### src/rtl/thumb_decode_if.sv
// Fetch -> decode -> execute handshake bundle for the Thumb-16 decode stage.
interface thumb_decode_if #(
  parameter int unsigned DATA_W    = 32,
  parameter int unsigned REG_SEL_W = 4
);
  // Fetch side
  logic                 in_valid;
  logic                 in_ready;
  logic [15:0]          instruction;
  logic [DATA_W-1:0]    PC_in;
  // Execute side
  logic                 out_valid;
  logic                 out_ready;
  logic [4:0]           uop;
  logic                 num_to_rhs;
  logic [DATA_W-1:0]    num;
  logic [DATA_W-1:0]    PC_out;
  logic [REG_SEL_W-1:0] sel_p0;
  logic [REG_SEL_W-1:0] sel_p1;
  logic [REG_SEL_W-1:0] sel_in;
  logic [3:0]           branch_cond;
  logic                 explose;

  // The decode stage itself
  modport master (
    input  in_valid, instruction, PC_in, out_ready,
    output in_ready, out_valid, uop, num_to_rhs, num, PC_out,
           sel_p0, sel_p1, sel_in, branch_cond, explose
  );

  // Surrounding pipeline (fetch producer / execute consumer)
  modport slave (
    output in_valid, instruction, PC_in, out_ready,
    input  in_ready, out_valid, uop, num_to_rhs, num, PC_out,
           sel_p0, sel_p1, sel_in, branch_cond, explose
  );
endinterface

### src/rtl/thumb_decode_stage.sv
// Pipelined Thumb-16 decode stage: one halfword per accepted transfer,
// registered micro-op bundle, BL prefix/suffix pairing, stall and flush.
module thumb_decode_stage #(
  parameter int unsigned DATA_W     = 32,
  parameter int unsigned REG_SEL_W  = 4,
  parameter int unsigned SUPPORT_BL = 1
) (
  input  logic            clk,
  input  logic            reset,
  input  logic            flush,
  thumb_decode_if.master  bus
);

  typedef enum logic [4:0] {
    UOP_B   = 5'd0,
    UOP_ADD = 5'd1,
    UOP_SUB = 5'd2,
    UOP_EOR = 5'd4,
    UOP_CMP = 5'd5,
    UOP_LSL = 5'd6,
    UOP_MOV = 5'd8,
    UOP_STR = 5'd9,
    UOP_LDR = 5'd10,
    UOP_BL  = 5'd11
  } uop_e;

  typedef enum logic {
    ST_IDLE,
    ST_BL_WAIT
  } bl_state_e;

  function automatic logic [REG_SEL_W-1:0] rsel(input logic [2:0] r);
    return REG_SEL_W'(r);
  endfunction

  bl_state_e            state_q, state_d;
  logic [10:0]          hi11_q, hi11_d;
  logic [DATA_W-1:0]    bl_pc_q, bl_pc_d;

  logic                 out_valid_q, out_valid_d;
  uop_e                 uop_q, uop_d;
  logic                 rhs_q, rhs_d;
  logic [DATA_W-1:0]    num_q, num_d;
  logic [DATA_W-1:0]    pc_q, pc_d;
  logic [REG_SEL_W-1:0] p0_q, p0_d, p1_q, p1_d, in_q, in_d;
  logic [3:0]           cond_q, cond_d;
  logic                 exp_q, exp_d;

  uop_e                 dec_uop;
  logic                 dec_rhs;
  logic [DATA_W-1:0]    dec_num;
  logic [DATA_W-1:0]    dec_pc;
  logic [REG_SEL_W-1:0] dec_p0, dec_p1, dec_in;
  logic [3:0]           dec_cond;
  logic                 dec_exp;
  logic                 dec_emit;
  logic                 dec_start;

  logic [15:0]          ins;
  logic                 accept;

  assign ins          = bus.instruction;
  assign bus.in_ready = !out_valid_q || bus.out_ready;
  assign accept       = bus.in_valid && bus.in_ready;

  assign bus.out_valid   = out_valid_q;
  assign bus.uop         = uop_q;
  assign bus.num_to_rhs  = rhs_q;
  assign bus.num         = num_q;
  assign bus.PC_out      = pc_q;
  assign bus.sel_p0      = p0_q;
  assign bus.sel_p1      = p1_q;
  assign bus.sel_in      = in_q;
  assign bus.branch_cond = cond_q;
  assign bus.explose     = exp_q;

  // Decode the offered halfword into a candidate bundle (used only on accept)
  always_comb begin
    dec_uop   = UOP_B;
    dec_rhs   = 1'b0;
    dec_num   = '0;
    dec_pc    = bus.PC_in;
    dec_p0    = '0;
    dec_p1    = '0;
    dec_in    = '0;
    dec_cond  = 4'hF;
    dec_exp   = 1'b0;
    dec_emit  = 1'b1;
    dec_start = 1'b0;
    if (state_q == ST_BL_WAIT) begin
      if (ins[15:11] == 5'b11111) begin
        dec_uop  = UOP_BL;
        dec_cond = 4'hE;
        dec_num  = DATA_W'($signed({hi11_q, ins[10:0]})) << 1;
        dec_pc   = bl_pc_q;
      end else begin
        dec_exp = 1'b1;
      end
    end else begin
      casez (ins[15:11])
        5'b00000: begin
          dec_in = rsel(ins[2:0]);
          if (ins[10:6] == 5'd0) begin
            dec_uop = UOP_MOV;
            dec_p0  = rsel(ins[5:3]);
          end else begin
            dec_uop = UOP_LSL;
            dec_rhs = 1'b1;
            dec_num = DATA_W'(ins[10:6]);
            dec_p1  = rsel(ins[5:3]);
          end
        end
        5'b00011: begin
          dec_uop = ins[9] ? UOP_SUB : UOP_ADD;
          dec_p1  = rsel(ins[5:3]);
          dec_in  = rsel(ins[2:0]);
          if (ins[10]) begin
            dec_rhs = 1'b1;
            dec_num = DATA_W'(ins[8:6]);
          end else begin
            dec_p0 = rsel(ins[8:6]);
          end
        end
        5'b001??: begin
          dec_rhs = 1'b1;
          dec_num = DATA_W'(ins[7:0]);
          case (ins[12:11])
            2'b00: begin dec_uop = UOP_MOV; dec_in = rsel(ins[10:8]); end
            2'b01: begin dec_uop = UOP_CMP; dec_p1 = rsel(ins[10:8]); end
            2'b10: begin
              dec_uop = UOP_ADD;
              dec_p1  = rsel(ins[10:8]);
              dec_in  = rsel(ins[10:8]);
            end
            default: begin
              dec_uop = UOP_SUB;
              dec_p1  = rsel(ins[10:8]);
              dec_in  = rsel(ins[10:8]);
            end
          endcase
        end
        5'b01000: begin
          if (ins[10:6] == 5'b00001) begin
            dec_uop = UOP_EOR;
            dec_p0  = rsel(ins[2:0]);
            dec_in  = rsel(ins[2:0]);
            dec_p1  = rsel(ins[5:3]);
          end else begin
            dec_exp = 1'b1;
          end
        end
        5'b0110?: begin
          dec_uop = ins[11] ? UOP_LDR : UOP_STR;
          dec_rhs = 1'b1;
          dec_num = DATA_W'({ins[10:6], 2'b00});
          dec_p1  = rsel(ins[5:3]);
          if (ins[11]) dec_in = rsel(ins[2:0]);
          else         dec_p0 = rsel(ins[2:0]);
        end
        5'b1101?: begin
          if (ins[11:9] == 3'b111) begin
            dec_exp = 1'b1;
          end else begin
            dec_cond = ins[11:8];
            dec_num  = DATA_W'($signed(ins[7:0])) << 1;
          end
        end
        5'b11100: begin
          dec_cond = 4'hE;
          dec_num  = DATA_W'($signed(ins[10:0])) << 1;
        end
        5'b11110: begin
          if (SUPPORT_BL != 0) begin
            dec_emit  = 1'b0;
            dec_start = 1'b1;
          end else begin
            dec_exp = 1'b1;
          end
        end
        default: dec_exp = 1'b1;
      endcase
    end
  end

  // Next state: drain/hold the output register, load on accept, clear on flush
  always_comb begin
    state_d     = state_q;
    hi11_d      = hi11_q;
    bl_pc_d     = bl_pc_q;
    out_valid_d = out_valid_q && !bus.out_ready;
    uop_d       = uop_q;
    rhs_d       = rhs_q;
    num_d       = num_q;
    pc_d        = pc_q;
    p0_d        = p0_q;
    p1_d        = p1_q;
    in_d        = in_q;
    cond_d      = cond_q;
    exp_d       = exp_q;
    if (flush) begin
      state_d     = ST_IDLE;
      out_valid_d = 1'b0;
      uop_d       = UOP_B;
      rhs_d       = 1'b0;
      num_d       = '0;
      pc_d        = '0;
      p0_d        = '0;
      p1_d        = '0;
      in_d        = '0;
      cond_d      = 4'hF;
      exp_d       = 1'b0;
    end else if (accept) begin
      // A BL prefix only arms the pair state; the output register simply drains.
      if (dec_start) begin
        state_d = ST_BL_WAIT;
        hi11_d  = ins[10:0];
        bl_pc_d = bus.PC_in;
      end else begin
        state_d = ST_IDLE;
      end
      if (dec_emit) begin
        out_valid_d = 1'b1;
        uop_d       = dec_uop;
        rhs_d       = dec_rhs;
        num_d       = dec_num;
        pc_d        = dec_pc;
        p0_d        = dec_p0;
        p1_d        = dec_p1;
        in_d        = dec_in;
        cond_d      = dec_cond;
        exp_d       = dec_exp;
      end
    end
  end

  // State and output bundle registers
  always_ff @(posedge clk) begin
    if (reset) begin
      state_q     <= ST_IDLE;
      hi11_q      <= '0;
      bl_pc_q     <= '0;
      out_valid_q <= 1'b0;
      uop_q       <= UOP_B;
      rhs_q       <= 1'b0;
      num_q       <= '0;
      pc_q        <= '0;
      p0_q        <= '0;
      p1_q        <= '0;
      in_q        <= '0;
      cond_q      <= 4'hF;
      exp_q       <= 1'b0;
    end else begin
      state_q     <= state_d;
      hi11_q      <= hi11_d;
      bl_pc_q     <= bl_pc_d;
      out_valid_q <= out_valid_d;
      uop_q       <= uop_d;
      rhs_q       <= rhs_d;
      num_q       <= num_d;
      pc_q        <= pc_d;
      p0_q        <= p0_d;
      p1_q        <= p1_d;
      in_q        <= in_d;
      cond_q      <= cond_d;
      exp_q       <= exp_d;
    end
  end

endmodule

### src/flat_wrapper.sv
// flat-port wrapper written by rule: the top's interface ports become plain ports
module thumb_decode_stage_flat 
#(
  parameter int unsigned DATA_W     = 32,
  parameter int unsigned REG_SEL_W  = 4,
  parameter int unsigned SUPPORT_BL = 1
)
  (clk, reset, flush, bus_in_valid, bus_instruction, bus_PC_in, bus_out_ready, bus_in_ready, bus_out_valid, bus_uop, bus_num_to_rhs, bus_num, bus_PC_out, bus_sel_p0, bus_sel_p1, bus_sel_in, bus_branch_cond, bus_explose);
  thumb_decode_if #(.DATA_W(DATA_W), .REG_SEL_W(REG_SEL_W)) bus_i ();
  input  logic clk;
  input  logic reset;
  input  logic flush;
  input wire logic [$bits(bus_i.in_valid)-1:0] bus_in_valid;
  input wire logic [$bits(bus_i.instruction)-1:0] bus_instruction;
  input wire logic [$bits(bus_i.PC_in)-1:0] bus_PC_in;
  input wire logic [$bits(bus_i.out_ready)-1:0] bus_out_ready;
  output wire logic [$bits(bus_i.in_ready)-1:0] bus_in_ready;
  output wire logic [$bits(bus_i.out_valid)-1:0] bus_out_valid;
  output wire logic [$bits(bus_i.uop)-1:0] bus_uop;
  output wire logic [$bits(bus_i.num_to_rhs)-1:0] bus_num_to_rhs;
  output wire logic [$bits(bus_i.num)-1:0] bus_num;
  output wire logic [$bits(bus_i.PC_out)-1:0] bus_PC_out;
  output wire logic [$bits(bus_i.sel_p0)-1:0] bus_sel_p0;
  output wire logic [$bits(bus_i.sel_p1)-1:0] bus_sel_p1;
  output wire logic [$bits(bus_i.sel_in)-1:0] bus_sel_in;
  output wire logic [$bits(bus_i.branch_cond)-1:0] bus_branch_cond;
  output wire logic [$bits(bus_i.explose)-1:0] bus_explose;
  assign bus_i.in_valid = bus_in_valid;
  assign bus_i.instruction = bus_instruction;
  assign bus_i.PC_in = bus_PC_in;
  assign bus_i.out_ready = bus_out_ready;
  assign bus_in_ready = bus_i.in_ready;
  assign bus_out_valid = bus_i.out_valid;
  assign bus_uop = bus_i.uop;
  assign bus_num_to_rhs = bus_i.num_to_rhs;
  assign bus_num = bus_i.num;
  assign bus_PC_out = bus_i.PC_out;
  assign bus_sel_p0 = bus_i.sel_p0;
  assign bus_sel_p1 = bus_i.sel_p1;
  assign bus_sel_in = bus_i.sel_in;
  assign bus_branch_cond = bus_i.branch_cond;
  assign bus_explose = bus_i.explose;
  thumb_decode_stage #(.DATA_W(DATA_W), .REG_SEL_W(REG_SEL_W), .SUPPORT_BL(SUPPORT_BL)) u_core (.clk(clk), .reset(reset), .flush(flush), .bus(bus_i));
endmodule
### config.mk
export PLATFORM = sky130hd
export DESIGN_NAME = thumb_decode_stage_flat
export DESIGN_NICKNAME = d
export VERILOG_FILES = /design/src/rtl/thumb_decode_if.sv /design/src/rtl/thumb_decode_stage.sv /design/src/flat_wrapper.sv
export SDC_FILE = /design/constraint.sdc
export NUM_CORES = 1
export LEC_CHECK = 0
export CAP_MARGIN = 20
export CORE_MARGIN = 2
export CORE_UTILIZATION = 49
export DETAILED_ROUTE_END_ITERATION = 16
export GPL_TIMING_DRIVEN = 0
export PLACE_DENSITY = 0.8
export SLEW_MARGIN = 40
export SYNTH_ARGS = -nofsm -noshare
export SYNTH_HDL_FRONTEND = slang
export SYNTH_SLANG_ARGS = --single-unit
export TNS_END_PERCENT = 10
### constraint.sdc
create_clock -name clk -period 2.2 [get_ports clk]
set_clock_uncertainty 0.05 [all_clocks]
set_input_delay 0.33 -clock clk [delete_from_list [all_inputs] [get_ports clk]]
set_output_delay 0.33 -clock clk [all_outputs]
set_load 0.01 [all_outputs]
Yosys cells after proc, flatten, opt, wreduce, memory -nomap -nowiden
Index checks and enable logic that the tools add are counted.

storage, ports and cells
  flip-flop bits (word level) = 132
  bits of input ports = 53
  output and inout port bits = 89
  logic and storage cells = 92

cells by class
  equality and inequality tests = 12
  muxes and demuxes = 51
  bitwise gates (word level) = 1
  reduce and logical (&&, ||, !) cells = 15

operators with widths
  kind                number
  $pmux 32 s6         1
  $mux 32             5
  $pmux 4 s4          3
  $mux 3              11
  $mux 4              7
  $pmux 5 s5          1
  $eq 5x5->1 const B  3
  $mux 1              15
  $pmux 4 s3          1
  $logic_not 5->1     2
  $mux 5              2
  $pmux 4 s2          1
  $reduce_or 2->1     4
  $pmux 1 s3          2
  $reduce_or 6->1     1
  $eq 5x1->1 const B  1
  $eq 5x2->1 const B  1
  $eq 5x4->1 const B  1
  $eq 4x3->1 const B  1
  $eq 4x4->1 const B  1
  $mux 2              2
  $eq 3x1->1 const B  1
  $eq 3x3->1 const B  1
  $reduce_and 3->1    1
  8 further kinds     10

Longest topological paths before layout
  depth in word-level cells = 5
  mapped depth = 9
  mapped depth without buffers = 7

Least setup slack after synthesis
OpenSTA, ideal clock, no wires.

  path type = input port to flip-flop
  start = input bus_instruction[12]
  end = register u_core.num_q[18], in the netlist u_core.bus.num[18]
  setup time = 132 ps
  arrival = 1,791 ps
  data required time = 2,018 ps
  slack = 226 ps
  stages = 8
  buffers on the path = 1
  cell sequence = inv_1 ha_1 or2_2 a22oi_1 a311oi_2 nand2_1 buf_2 a31oi_1

on the way
  word-level cells in the longest chain between the ends = 4
  elaborated cells between the ends (all ways) = 13
  classes of those cells = eq/ne (6); mux (5); reduce/logical (2)

ends and longest elaborated chain
  what                        line                       source
  start: declaration          flat_wrapper.sv:14         input wire logic [$bits(bus_i.instruction)-1:0] bus_instruction;
  $eq 5x5->1                  thumb_decode_stage.sv:100  casez (ins[15:11])
  $mux 1                      thumb_decode_stage.sv:100
  $mux 1                      thumb_decode_stage.sv:90   if (state_q == ST_BL_WAIT) begin
  $reduce_and 2->1 (no line)  -
  end signal: assignment      thumb_decode_stage.sv:259  num_q <= num_d;
  end: declaration            thumb_decode_stage.sv:43   logic [DATA_W-1:0] num_q, num_d;

Parallel ways exist; a longest one is shown, timed or not.
A chain may end at the register's enable or synchronous reset.

Final worst setup path
  start = register u_core.state_q
  end = register u_core.hi11_q[7]

on the way
  word-level cells in the longest chain between the ends = 2

ends and longest elaborated chain
  what                        line                       source
  start: declaration          thumb_decode_stage.sv:36   bl_state_e state_q, state_d;
  start signal: assignment    thumb_decode_stage.sv:253  state_q <= state_d;
  $mux 1                      thumb_decode_stage.sv:90
  $reduce_and 3->1 (no line)  -
  end signal: assignment      thumb_decode_stage.sv:254  hi11_q <= hi11_d;
  end: declaration            thumb_decode_stage.sv:37   logic [10:0] hi11_q, hi11_d;

Every way passes these cells.

==> flow_summary_export.csv <==
group,metric,value,unit
logic_synthesis,synth_common_cells,"nand2_1, dfxtp_1, a21oi_1, nor2_1, a211oi_1",
global_routing,grt_pass1_vias,5490,
power_and_ir_drop,ir_drop,578,µV
sta,layout_setup_ws,0.0817,ns
logic_synthesis,syn_inst,662,
logic_synthesis,synth_compound_area_frac,0.215,
logic_synthesis,seq_area_frac_synth,0.442,
floorplan,die_w,109,µm
logic_synthesis,async_flop_share,0,
sta,tightest_slew,0.688,ns
routing,drt_iter0_drc,388,
cts,clockBufferDepth,2,
setup_path,endpoint_kind,"flop",
power_and_ir_drop,power.leakage,2.66,nW
routing,vias,5584,
setup_path,critical_path_required,2.55,ns
floorplan,die_y,109,µm
logic_synthesis,ys_seq_elements,119,
worst_hold_path,hold_path_class,"in2reg",
floorplan,dieArea,0.0119,mm²
power_and_ir_drop,power.density,743,mW/mm²
sta,slew_headroom,0.539,
power_and_ir_drop,pwr-share-comb,0.104,
logic_synthesis,synth-xor-area-share,0,
floorplan,num_io_pins,142,
routing,wl,17.2,mm
logic_synthesis,yosys-top-cells-area,"dfxtp_1, nand2_1, a21oi_1",
cells_and_area,num_antenna_cells,0,
setup_path,reg2reg_from,"u_core.state_q$_SDFFE_PP0P_",
place,post-place-ws,-1.05,ns
cells_and_area,drive_gt1_frac,0.102,
logic_synthesis,synth_top_cell_by_area,"dfxtp_1",
setup_path,reg2reg_depth,7,
logic_synthesis,synth_top_cell_area_share,0.442,
sta,setup_viol,0,
cts,cts_htree_levels,4,
global_routing,grt_max_degree,17,
global_routing,grt_pass1_wl,27.5,mm
sta,slew_violations,0,
worst_hold_path,min_delay_path_depth,2,
floorplan,start_util,0.500,
cells_and_area,multi_input_area,0.00272,mm²
power_and_ir_drop,switching_share,0.235,
worst_hold_path,holdCritStartpoint,"reset",
logic_synthesis,synth_top_family_by_area,"compound AO/OA/AOI/OAI gates",
sta,period_share,0.963,
setup_path,rr_endpoint,"u_core.hi11_q[7]$_SDFFE_PP0P_",
cts,path_clk_slew,0.06,ns
cells_and_area,regArea,0.00238,mm²
cts,cts-root-buf,"clkbuf_8",
job,maxCapViolCount,0,
logic_synthesis,synth_cell_types,50,
setup_path,path_max_fanout,10,
logic_synthesis,synth.most_common_cell,"nand2_1",
logic_synthesis,yosysWarnings,0,
power_and_ir_drop,p_sw,1.32,mW
logic_synthesis,synth_edf_count,0,
global_routing,grt-ovfl-total,0,
worst_hold_path,worstHoldEndpoint,"u_core.bl_pc_q[16]$_SDFFE_PP0P_",
cts,holdBufCountCts,0,
setup_path,r2r_slack,0.08,ns
cells_and_area,fillerInstances,855,
routing,via_per_inst,5.76,
setup_path,start_kind,"flop",
power_and_ir_drop,p_seq_frac,0.395,
routing,post-route-drc-count,0,
logic_synthesis,synth_area,0.00539,mm²
sta,clock.fmax,472,MHz
logic_synthesis,synth_ff_type,"dfxtp_1",
sta,rsz0062_at_grt,"true",
routing,wire_per_inst,17.8,µm
cts,cts_tree,"yes",
cts,insertion_delay,0.54,ns
setup_path,crit_type,"reg2reg",
routing,firstDrtPassIters,5,
global_routing,grt_util_all_layers,0.300,
cts,cts_sinks,119,
cells_and_area,nNetsFinal,877,
sta,layout_min_cycle_time,2.12,ns
place,io_buffers,132,
routing,ant_nets,0,
logic_synthesis,muxShareOfSynthArea,0.0594,
sta,report.final.hold_viol_count,0,
floorplan,coreArea,0.0108,mm²
power_and_ir_drop,p_clk_frac,0.501,
place,hpwl,12.7,mm
run_status,status,"completed",
logic_synthesis,synth-simple-area-share,0.203,
sta,fin_setup_tns,0,ns
logic_synthesis,synthAdderAreaFrac,0.0139,
floorplan,rows,38,
cts,cts_made_buffers,17,
cells_and_area,area_growth,40.3,%
setup_path,cp.arrival,2.47,ns
place,place.gp.congestion,0.922,
power_and_ir_drop,power.internal,4.30,mW
logic_synthesis,synth_area_per_cell,8.15,µm²
global_routing,antenna_found_initial,0,
layout by cell type (no fill, tap or decap), types with 3 or more instances in the layout:
cell	count
nand2_1	138
clkdlybuf4s50_1	129
dfxtp_1	119
a21oi_1	68
nor2_1	53
a211oi_1	33
mux2i_1	32
clkbuf_1	31
nand3_1	26
buf_2	22
buf_4	18
a31oi_1	17
clkbuf_16	16
o21ai_0	13
nand2b_1	6
a22o_1	6
o32ai_1	6
or3_1	5
and3_1	5
a22oi_1	5
ha_1	5
a221oi_1	4
a222oi_1	4
conb_1	4
bufinv_16	4
inv_1	3
nor2b_1	3
and2_1	3
buf_1	3
o22a_1	3
clkinv_2	3
cell type report:
type                            count  share of cell area
Clock buffer                       22              0.0585
Clock inverter                      9              0.0198
Multi-Input combinational cell    472               0.359
Buffer                             68              0.0453
Sequential cell                   119               0.315
Tap cell                          140              0.0231
Inverter                            5             0.00248
Timing Repair Buffer              135               0.177
logic make-up (layout without fill, tap and decap cells):
logic type               count (synthesis)  after routing
AO/OA/AOI/OAI                          176            176
flip-flops                             119            119
buffers and inverters                   74            239
adder cells (fa/ha/maj)                  6              6
multiplexers                            32             32
AND/OR/NAND/NOR                        254            254
other                                    1              4
state kept, by name (all words and copies together) (netlist names):
register / cells
u_core.bus.num_to_rhs: 1
u_core.bus.sel_p0: 3
u_core.bus.out_valid: 1
u_core.bus.sel_in: 3
u_core.bus.num: 23
u_core.hi11_q: 11
u_core.bus.sel_p1: 3
u_core.bus.branch_cond: 4
u_core.bus.explose: 1
u_core.bus.uop: 4
u_core.state_q: 1
u_core.bl_pc_q: 32
u_core.bus.PC_out: 32
through the flow:
step / total power, mW / util / instance area [µm²] / std cells / hold slack, ns
after detailed placement: 2.82 / 0.639 / 6900 / 937 / 0.397
after CTS: 5.62 / 0.698 / 7530 / 967 / 0.165
after floorplan: 2.54 / - / 5410 / 665 / 0.386
after global routing: 5.78 / 0.701 / 7570 / 970 / 0.207
final: 5.62 / 0.701 / 7570 / 970 / 0.204
after global placement: 2.82 / 0.639 / 6900 / 937 / 0.388
worst max path at each step:
| stage | from | to | slack, ns | depth (start not counted) |
|---|---|---|---|---|
| after floorplan | bus_instruction[12] | u_core.bus.num[18]$_SDFFE_PP0P_ | 0.23 | 8 |
| after global placement | bus_instruction[12] | u_core.bus.num[20]$_SDFFE_PP0P_ | -1.05 | 9 |
| after detailed placement | bus_instruction[12] | u_core.bus.num[16]$_SDFFE_PP0P_ | -1.05 | 9 |
| after CTS | bus_instruction[12] | u_core.bus.num[16]$_SDFFE_PP0P_ | -0.003 | 9 |
| after global routing | bus_instruction[9] | u_core.bus.num[2]$_SDFFE_PP0P_ | -0.07 | 6 |
| final | u_core.state_q$_SDFFE_PP0P_ | u_core.hi11_q[7]$_SDFFE_PP0P_ | 0.08 | 7 |
what timing repair did:
item,4_1_cts,5_1_grt
setup endpoints to repair,113,70
resized for setup,13,8
pin swaps,1,1
buffers inserted,0,3
power groups by stage:
stage | logic, mW | registers, mW | clock network, mW
finish | 0.587 | 2.22 | 2.82
global route | 0.630 | 2.22 | 2.92
CTS | 0.570 | 2.22 | 2.83
detailed placement | 0.559 | 2.26 | 0
global placement | 0.552 | 2.26 | 0
floorplan | 0.260 | 2.28 | 0
per-layer routing:
metal | GRT usage | vias up | wire [µm]
met1 | 0.375 | 2634 | 7000
met2 | 0.479 | 273 | 8100
met3 | 0.0801 | 45 | 1600
met4 | 0.148 | 0 | 540
met5 | 0 | - | 0
li1 | - | 2632 | -
worst max-delay path, stage by stage (launching register included):
cell and delay (ns):
dfxtp_1 0.29, buf_2 0.20, or3_1 0.45, or3_1 0.36, clkbuf_1 0.21, buf_2 0.24, nand2_1 0.11, a21oi_1 0.07
(Power assumes the default switching activity.)
